--- src/rtl/pll_lock_reset_seq.sv ---
// ----------------------------------------------------------------------------
// pll_lock_reset_seq
//   Sequences the fabric reset from the PLL lock and device init indications.
//   The fabric reset is released only after the lock has been stable for
//   LOCK_STABLE_CYCLES clocks. It is dropped again on lock loss or for
//   HOLD_CYCLES clocks after a soft-reset request.
//
// Ports
//   CLK            in   fabric clock (CCC OUT0_FABCLK_0)
//   EXT_RST_N      in   async active-low reset of every register
//   PLL_LOCK       in   PLL lock, asynchronous to CLK (2-flop synchronized)
//   INIT_DONE      in   device init complete, asynchronous (2-flop synchronized)
//   SW_RST_REQ     in   synchronous soft-reset request, acted on only in RUN
//   FABRIC_RESET_N out  registered active-low reset to downstream fabric
//   READY          out  high exactly when FABRIC_RESET_N is high
//   STATE          out  WAIT=00, COUNT=01, RUN=10, HOLD=11
//   LOSS_CNT       out  saturating count of lock losses seen in RUN
// ----------------------------------------------------------------------------
module pll_lock_reset_seq #(
  parameter int unsigned LOCK_STABLE_CYCLES = 1024,
  parameter int unsigned HOLD_CYCLES        = 16
) (
  input  logic       CLK,
  input  logic       EXT_RST_N,
  input  logic       PLL_LOCK,
  input  logic       INIT_DONE,
  input  logic       SW_RST_REQ,
  output logic       FABRIC_RESET_N,
  output logic       READY,
  output logic [1:0] STATE,
  output logic [7:0] LOSS_CNT
);

  // Counters only need to reach PARAM-1, so $clog2(PARAM) bits suffice.
  localparam int unsigned CW = $clog2(LOCK_STABLE_CYCLES);
  localparam int unsigned HW = $clog2(HOLD_CYCLES);
  localparam logic [CW-1:0] CNT_LAST  = CW'(LOCK_STABLE_CYCLES - 1);
  localparam logic [HW-1:0] HOLD_LAST = HW'(HOLD_CYCLES - 1);

  typedef enum logic [1:0] {
    ST_WAIT  = 2'b00,
    ST_COUNT = 2'b01,
    ST_RUN   = 2'b10,
    ST_HOLD  = 2'b11
  } state_e;

  logic          lock_meta_q;
  logic          lock_s_q;
  logic          init_meta_q;
  logic          init_s_q;
  state_e        state_q;
  logic [CW-1:0] cnt_q;
  logic [HW-1:0] hold_q;
  logic [7:0]    loss_q;
  logic          rst_n_q;
  logic          ready_q;

  // Two-stage synchronizers for the asynchronous status inputs.
  always_ff @(posedge CLK or negedge EXT_RST_N) begin
    if (!EXT_RST_N) begin
      lock_meta_q <= 1'b0;
      lock_s_q    <= 1'b0;
      init_meta_q <= 1'b0;
      init_s_q    <= 1'b0;
    end else begin
      lock_meta_q <= PLL_LOCK;
      lock_s_q    <= lock_meta_q;
      init_meta_q <= INIT_DONE;
      init_s_q    <= init_meta_q;
    end
  end

  always_ff @(posedge CLK or negedge EXT_RST_N) begin
    if (!EXT_RST_N) begin
      state_q <= ST_WAIT;
      cnt_q   <= '0;
      hold_q  <= '0;
      loss_q  <= '0;
      rst_n_q <= 1'b0;
      ready_q <= 1'b0;
    end else begin
      case (state_q)
        ST_WAIT: begin
          cnt_q  <= '0;
          hold_q <= '0;
          if (lock_s_q && init_s_q) begin
            state_q <= ST_COUNT;
          end
        end

        ST_COUNT: begin
          if (!lock_s_q || !init_s_q) begin
            state_q <= ST_WAIT;
            cnt_q   <= '0;
          end else if (cnt_q == CNT_LAST) begin
            state_q <= ST_RUN;
            cnt_q   <= '0;
            rst_n_q <= 1'b1;
            ready_q <= 1'b1;
          end else begin
            cnt_q <= cnt_q + CW'(1);
          end
        end

        ST_RUN: begin
          // Lock loss wins over a simultaneous soft-reset request; INIT_DONE
          // is deliberately not looked at once running.
          if (!lock_s_q) begin
            state_q <= ST_WAIT;
            rst_n_q <= 1'b0;
            ready_q <= 1'b0;
            if (loss_q != 8'hFF) begin
              loss_q <= loss_q + 8'd1;
            end
          end else if (SW_RST_REQ) begin
            state_q <= ST_HOLD;
            hold_q  <= '0;
            rst_n_q <= 1'b0;
            ready_q <= 1'b0;
          end
        end

        ST_HOLD: begin
          if (!lock_s_q || (hold_q == HOLD_LAST)) begin
            state_q <= ST_WAIT;
            hold_q  <= '0;
          end else begin
            hold_q <= hold_q + HW'(1);
          end
        end

        default: begin
          state_q <= ST_WAIT;
          rst_n_q <= 1'b0;
          ready_q <= 1'b0;
        end
      endcase
    end
  end

  assign FABRIC_RESET_N = rst_n_q;
  assign READY          = ready_q;
  assign STATE          = state_q;
  assign LOSS_CNT       = loss_q;

endmodule

--- config.mk ---
export PLATFORM = sky130hd
export DESIGN_NAME = pll_lock_reset_seq
export DESIGN_NICKNAME = d
export VERILOG_FILES = /design/src/rtl/pll_lock_reset_seq.sv
export SDC_FILE = /design/constraint.sdc
export NUM_CORES = 1
export LEC_CHECK = 0
export BUFFER_PORTS_ARGS = -buffer_cell sky130_fd_sc_hd__buf_2
export CORE_MARGIN = 2
export CORE_UTILIZATION = 51
export DETAILED_ROUTE_END_ITERATION = 10
export PLACE_DENSITY = 0.72
export SYNTH_ARGS = -nofsm -noshare
export SYNTH_HDL_FRONTEND = slang
export SYNTH_SLANG_ARGS = --single-unit
--- constraint.sdc ---
create_clock -name CLK -period 1.57 [get_ports CLK]
set_input_delay 0.471 -clock CLK [delete_from_list [all_inputs] [get_ports CLK]]
set_output_delay 0.471 -clock CLK [all_outputs]
set_load 0.005 [all_outputs]
==> qor.yml, run 1 <==
floorplan:
  initial_utilization_pct: 53.8
  core_um2: 2780
  die_area_um2: 3390
  dieWidth_um: 58.2
  io_pins: 17
  rows: 19
  fp.dieH_um: 58.2
finish:
  area_growth_pct: 31.4
  diodes: 0
  final_core_util_pct: 70.8
  nets: 206
  drive_gt1_share_pct: 38.1
  stdcell_count: 225
global_routing:
  antenna_found_initial: 0
  grt_util_all_layers_pct: 21.7
  first_global_vias: 1236
  grt_pass1_wl_mm: 5.29
  grt_start_max_net_pins: 19
  globalRoute.totalOverflow: 0
min_path:
  hp-class: "in2async"
yosys:
  synthAdderAreaFrac_pct: 6.68
  synth.area.mux_share_pct: 3.17
  synthCells: 144
  syn_nets: 157
  yosys.area_share.simple_pct: 17.7
  synth_top_family_by_area: "simple AND/OR/NAND/NOR gates"
  synth-compound-area-share_pct: 16.7
  yosys_most_used_dff: "dfrtp_1"
  synthXorXnorAreaFrac_pct: 4.68
  synth-seq-cells: 29
  syn_area_per_cell_um2: 10.4
  ys_warn_count: 0
  synth_edf_count: 0
  synthArstFlopShare_pct: 100
  syn_area_um2: 1500
  ys_seq_area_share_pct: 48.5
  synth_cell_types: 40
cts:
  h-tree-depth: 2
  cts_tree: "done"
  path_clk_slew_ps: 90
  cts_inserted_buffers: 5
  root_buffer: "clkbuf_4"
  cts.sinks: 29
  cts_max_path_buffers: 2
  holdBufCountCts: 0
  clock_latency_ps: 320
placement:
  pre_cts_ws_ps: -102
  io_buffers: 16
  place_congestion: 0.903
  dpl.hpwl_mm: 2.38
  dpl.cell_count: 213
worst_setup_path:
  start_kind: "register"
  critical-path-max-stage-delay_ps: 460
  cp_max_fo: 4
  path_cells: "buf_4, ha_1, nand3_1, o2111ai_2, buf_4, mux2i_1"
  cp_data_required_time_ps: 1800
  critPathKind: "reg2reg"
  reg2regPathDepth: 6
  r2r-end: "STATE[0]$_DFFE_PN0P_"
  crit_family: "flip-flops"
  crit_top_cell: "buf_4"
  cp-end-kind: "register"
  r2r_slack_ps: 10
  worst-path-buf-inv: 2
  slowest_stage: "dfrtp_2"
  r2r-start: "STATE[1]$_DFFE_PN0P_"
  arrival_ps: 1790
sta:
  drv_slew: 0
  hold_viol: 0
  finalSetupTns_ps: 0
  rsz0062_at_grt: "yes"
  setup_viol: 0
  hold_ws_ps: 33.1
  fin_ws_ps: 12.2
  period_minus_slack_ps: 1560
  timing.final.crit_share_pct: 99.2
  max_freq_ghz: 0.642
  relSlewSlack_pct: 76.8
  finClkSkew_ps: 7.23
  tightest_slew_ps: 344
routing:
  wl_per_cell_um: 13.9
  routed_wl_mm: 3.13
  avgViaCountPerCell: 5.61
  vias: 1262
  drtPass1Iterations: 4
  postRouteAntennaNets: 0
  drt_iter0_drc: 51
  drc: 0
pwr:
  p_switching_uw: 830
  leakage_uw: 0.000936
  peakVddDrop_v: 0.00101
  clkPwrFrac_pct: 17.7
  switching_share_pct: 35.4
  p_int_uw: 1520
  comb_power_share_pct: 42.8
  p_per_area_nw_per_um2: 1190
  p_seq_share_pct: 39.5
outcome:
  status: "complete, no violations"
flow_run:
  cap_violations: 0
==> power by group through the flow <==
stage | combinational, µW | sequential (µW) | clock, µW
floorplan | 535 | 937 | 0
global placement | 897 | 917 | 0
detailed placement | 918 | 927 | 0
CTS | 934 | 912 | 436
global route | 1130 | 935 | 469
finish | 1000 | 926 | 416
==> Yosys cell counts (all sizes together), types with 2 or more instances <==
library cell / count / area [µm²]
and3: 3 / 20.0
ha: 8 / 100
mux2: 3 / 37.5
a22o: 4 / 35.0
o21ai: 9 / 45.0
o31ai: 2 / 28.8
nand3: 11 / 67.6
inv: 6 / 22.5
nor3: 6 / 30.0
o211ai: 2 / 20.0
nor2: 12 / 45.0
nand2: 12 / 45.0
dfrtp: 29 / 726
nand4: 4 / 25.0
xnor2: 2 / 17.5
o22ai: 3 / 18.8
buf: 2 / 12.5
xor2: 6 / 52.6
a21oi: 5 / 25.0
==> logic make-up after synthesis <==
logic type / Yosys count
buffers and inverters: 9
DFF: 29
muxes: 4
AOI/OAI and AO/OA: 33
and+or+nand+nor: 53
xor gates and xnor gates: 8
adders and majority gates: 8
==> worst reg2reg max path, delay by kind of cell, from the launching register on <==
kind	cells	cell delay, ps
flops	1	460
mux	1	170
compound gates	1	170
simple gates	1	160
fa+ha+maj	1	170
buf+inv	2	320
==> through the flow <==
step | power, µW | cell area [µm²]
after global routing | 2530 | 1970
after detailed placement | 1840 | 1830
after floorplan | 1470 | 1540
after global placement | 1810 | 1830
final | 2350 | 1970
after CTS | 2280 | 1890
==> area by class of cell <==
class,instances,area (µm²)
fillers,210,813
multi-input cells,106,815
flip-flops and latches,29,728
well taps,31,38.8
inverters,6,27.5
repair buffers,45,310
clock buffers,8,48.8
==> worst max path at each step <==
stage	start	end	slack, ps	depth (start not counted)
after floorplan	cnt_q[1]$_DFFE_PN0P_	STATE[1]$_DFFE_PN0P_	-20	5
after global placement	STATE[0]$_DFFE_PN0P_	STATE[1]$_DFFE_PN0P_	20	5
after detailed placement	STATE[0]$_DFFE_PN0P_	LOSS_CNT[5]$_DFFE_PN0P_	-100	5
after CTS	STATE[0]$_DFFE_PN0P_	STATE[0]$_DFFE_PN0P_	-30	6
after global routing	cnt_q[1]$_DFFE_PN0P_	STATE[0]$_DFFE_PN0P_	-90	6
final	STATE[1]$_DFFE_PN0P_	STATE[0]$_DFFE_PN0P_	10	6
==> cells in the final DEF, fill, tap and decap left out, types with 4 or more instances in the layout <==
cell	count
buf_4	28
dfrtp_1	27
buf_2	16
nand2_1	12
nor2_1	11
nand3_1	9
o21ai_0	8
xor2_1	6
a21oi_1	5
nor3_1	5
ha_1	5
clkbuf_4	5
nand4_1	4
a22o_1	4
inv_1	4
==> repair_timing <==
action | in CTS | in global routing
endpoints found under the setup margin | 7 | 18
resized for setup | 4 | 9
pin swaps | 0 | 3
buffers inserted | 0 | 4
==> sequential cells by signal, indices dropped and copies added (netlist names) <==
signal	count
hold_q	4
READY	1
init_s_q	1
lock_meta_q	1
init_meta_q	1
STATE	2
lock_s_q	1
cnt_q	10
LOSS_CNT	8
==> metal layers <==
layer	up-vias	GRT usage, %	share of wire [%]
li1	625	-	-
met1	603	24.2	44
met2	28	37.2	49
met3	6	6.70	4.4
met4	0	11.0	2.6
met5	-	0	0
Power figures use the tool's default switching activity.
==> run 2, diff against run 1 <==
- ABC_AREA: unset -> 1
- CORE_UTILIZATION: 51 -> 52
- GPL_TIMING_DRIVEN: unset -> 0
- PLACE_DENSITY: 0.72 -> 0.73
==> run 2 against run 1 <==
  * Critical path type is now reg2out
  * Utilization fell by 6.8 points
  * Highest routed layer unchanged
  * Critical path depth down 4
  * Largest power group unchanged
  * Worst hold slack gained 110 ps
  * Global-route usage down 2.5 points
  * Combinational power decreased by 5%
  * Synthesized area up 7.5%
  * Critical endpoint is now STATE[1]
  * Clock power increased by 27%
  * Sequential share of layout area up 0.89 points
  * Via count up 3.4%
==> qor.yml, run 2 <==
worst_setup_path:
  slowest_stage: "dfrtp_2"
  worst-path-buf-inv: 2  # unchanged
  crit_family: "flip-flops"
  critPathKind: "reg2out"
  arrival_ps: 1030  # -760 ps
  start_kind: "register"
  path_cells: "buf_4, buf_2"
  r2r_slack_ps: 70  # +50 ps
  critical-path-max-stage-delay_ps: 440  # -20 ps
  cp_data_required_time_ps: 1100  # -700 ps
  cp-end-kind: "primary output"
  cp_max_fo: 4  # unchanged
global_routing:
  grt_util_all_layers_pct: 19.2  # -2.5 points
  antenna_found_initial: 0  # unchanged
  first_global_vias: 1173  # -5.1%
  grt_pass1_wl_mm: 5.04  # -4.8%
  globalRoute.totalOverflow: 0  # unchanged
  grt_start_max_net_pins: 30  # +11
finish:
  area_growth_pct: 19.3
  final_cell_mix: "nand2_1, dfrtp_1, inv_1"
  top_register: "cnt_q"
  stdcell_count: 264  # +17%
  fill_cells: 264  # +26%
  nets: 243  # +18%
  diodes: 0  # unchanged
  final_common_cell: "nand2_1"
  drive_gt1_share_pct: 23.8  # -14 points
  largest_register_ffs: 10  # unchanged
yosys:
  syn_area_um2: 1610  # +7.5%
  yosys_most_used_dff: "dfrtp_1"
  synth_common_cells: "nand2_1, dfrtp_1, inv_1"
  netlist.area_leader.share_pct: 45.1  # -3.4 points
  synth.area.top_cells: "dfrtp_1, nand2_1, ha_1, inv_1, nand3_1"
  synthCells: 199  # +38%
  ys_seq_area_share_pct: 45.1  # -3.4 points
  synth-seq-cells: 29  # unchanged
  yosysTopAreaCell: "dfrtp_1"
  synth_edf_count: 0  # unchanged
  syn_nets: 212  # +35%
  syn_area_per_cell_um2: 8.09  # -22%
  synth_cell_types: 25  # -38%
  synthArstFlopShare_pct: 100  # unchanged
  ys_warn_count: 0  # unchanged
  synth.most_common_cell: "nand2_1"
sta:
  hold_viol: 0  # unchanged
  finalSetupTns_ps: 0  # unchanged
  period_minus_slack_ps: 1500  # -54.2 ps
  relSlewSlack_pct: 57.8  # -19 points
  hold_ws_ps: 143  # +110 ps
  max_freq_ghz: 0.665  # +3.6%
  rsz0062_at_grt: "yes"
  timing.final.crit_share_pct: 95.8  # -3.5 points
  setup_viol: 0  # unchanged
  drv_slew: 0  # unchanged
  tightest_slew_ps: 633  # +288 ps
  finClkSkew_ps: 11.6  # +4.42 ps
outcome:
  status: "complete, no violations"
pwr:
  p_per_area_nw_per_um2: 1250  # +4.6%
  p_seq_share_pct: 38.2  # -1.3 points
  clkPwrFrac_pct: 22.0  # +4.3 points
  p_switching_uw: 893  # +7.5%
  leakage_uw: 0.000934  # -0.25%
  p_int_uw: 1500  # -0.80%
  peakVddDrop_v: 0.000663  # -34%
  switching_share_pct: 37.2  # +1.9 points
  comb_power_share_pct: 39.7  # -3.1 points
routing:
  drt_iter0_drc: 78  # +53%
  vias: 1305  # +3.4%
  drtPass1Iterations: 4  # unchanged
  drc: 0  # unchanged
  postRouteAntennaNets: 0  # unchanged
  routed_wl_mm: 2.98  # -4.6%
  avgViaCountPerCell: 4.94  # -12%
  wl_per_cell_um: 11.3  # -19%
placement:
  io_buffers: 16  # unchanged
  dpl.cell_count: 248  # +16%
  dpl.hpwl_mm: 2.00  # -16%
  place_congestion: 0.789  # -13%
floorplan:
  die_area_um2: 3560  # +5.1%
  dieWidth_um: 59.7  # +2.5%
  initial_utilization_pct: 53.6  # -0.22 points
  rows: 20  # +1
  core_um2: 3000  # +8.0%
  io_pins: 17  # unchanged
  fp.dieH_um: 59.7  # +2.5%
cts:
  cts_tree: "done"
  root_buffer: "clkbuf_4"
  cts_inserted_buffers: 5  # unchanged
  cts.sinks: 29  # unchanged
  clock_latency_ps: 340  # +20 ps
  cts_max_path_buffers: 2  # unchanged
  path_clk_slew_ps: 100  # about the same
  h-tree-depth: 2  # unchanged
min_path:
  hp-class: "in2async"
flow_run:
  cap_violations: 0  # unchanged
-- run 2: changes by cell type in the layout (fill, tap and decap cells not counted), sizes merged, moves of 3 or more --
cell   delta
a22o      -4
and3      -3
buf      -21
inv      +20
mux2      -3
nand2    +47
nand3     +6
nor2     +11
nor3      -4
o21ai     +5
-- run 2: cells by family (layout without fill, tap and decap cells) --
kind of cell / after synthesis / in the layout / synth area share (%)
AO/OA/AOI/OAI: 21 / 22 / 8.16
AND/OR/NAND/NOR: 105 / 105 / 29.1
XOR/XNOR: 9 / 9 / 4.89
buffers and inverters: 27 / 58 / 6.53
flip-flops: 29 / 29 / 45.1
adder cells (fa/ha/maj): 8 / 8 / 6.22
-- run 2: worst paths after layout --
path                                        from                    end  depth (start not counted)
setup / recovery            STATE[1]$_DFFE_PN0P_               STATE[1]                          2
hold / removal                         EXT_RST_N   cnt_q[5]$_DFFE_PN0P_                          1
setup reg to reg            STATE[1]$_DFFE_PN0P_  hold_q[3]$_DFFE_PN0P_                          6
hold reg to reg            lock_meta_q$_DFF_PN0_     lock_s_q$_DFF_PN0_                          0
max in group asynchronous              EXT_RST_N   STATE[1]$_DFFE_PN0P_                          1
min in group CLK                        PLL_LOCK  lock_meta_q$_DFF_PN0_                          1
-- run 2: timing repair --
action                                  CTS  global route
resized for setup                         3            12
cloned                                    0             1
hold endpoints to repair                  0             0
pin swaps                                 1             4
endpoints found under the setup margin   11            23
buffers inserted                          3             4
hold buffers                              0             0
-- run 2: worst reg2reg max path: cells and delay by family, from the launching register on --
kind            cells  cell delay (ps)
flops               1              440
compound gates      1              290
fa+ha+maj           1              270
simple gates        3              240
buf+inv             1              150
-- run 2: power groups by stage --
stage / combinational (µW) / sequential, µW / clock (µW)
6_report: 952 / 917 / 529
5_1_grt: 1100 / 929 / 582
4_1_cts: 846 / 911 / 550
3_5_place_dp: 748 / 928 / 0
3_3_place_gp: 741 / 925 / 0
2_1_floorplan: 544 / 923 / 0
-- run 2: final cells by class --
| class | count | area, µm² | area share [%] |
|---|---|---|---|
| Multi-Input combinational cell | 144 | 845 | 43.9 |
| Sequential cell | 29 | 728 | 37.9 |
| Clock buffer | 7 | 65.1 | 3.39 |
| Timing Repair Buffer | 23 | 133 | 6.90 |
| Inverter | 26 | 97.6 | 5.08 |
| Buffer | 1 | 7.51 | 0.391 |
| Clock inverter | 1 | 5.00 | 0.260 |
| Tap cell | 33 | 41.3 | 2.15 |
-- run 2: through the flow --
step	util [%]	instance area (µm²)	power, µW	setup WS (ps)
global route	64.0	1920	2610	-27.0
detailed placement	57.7	1730	1680	-164
floorplan	-	1610	1470	34.3
finish	64.0	1920	2400	66.5
CTS	61.3	1840	2310	20.7
global placement	57.7	1730	1670	-146
-- run 2: layer usage --
layer	GRT usage, %	wire length, µm	vias to the layer above
li1	-	-	695
met1	25.2	1460	583
met2	29.0	1350	20
met3	6.49	115	7
met4	7.62	56	0
met5	0	0	-
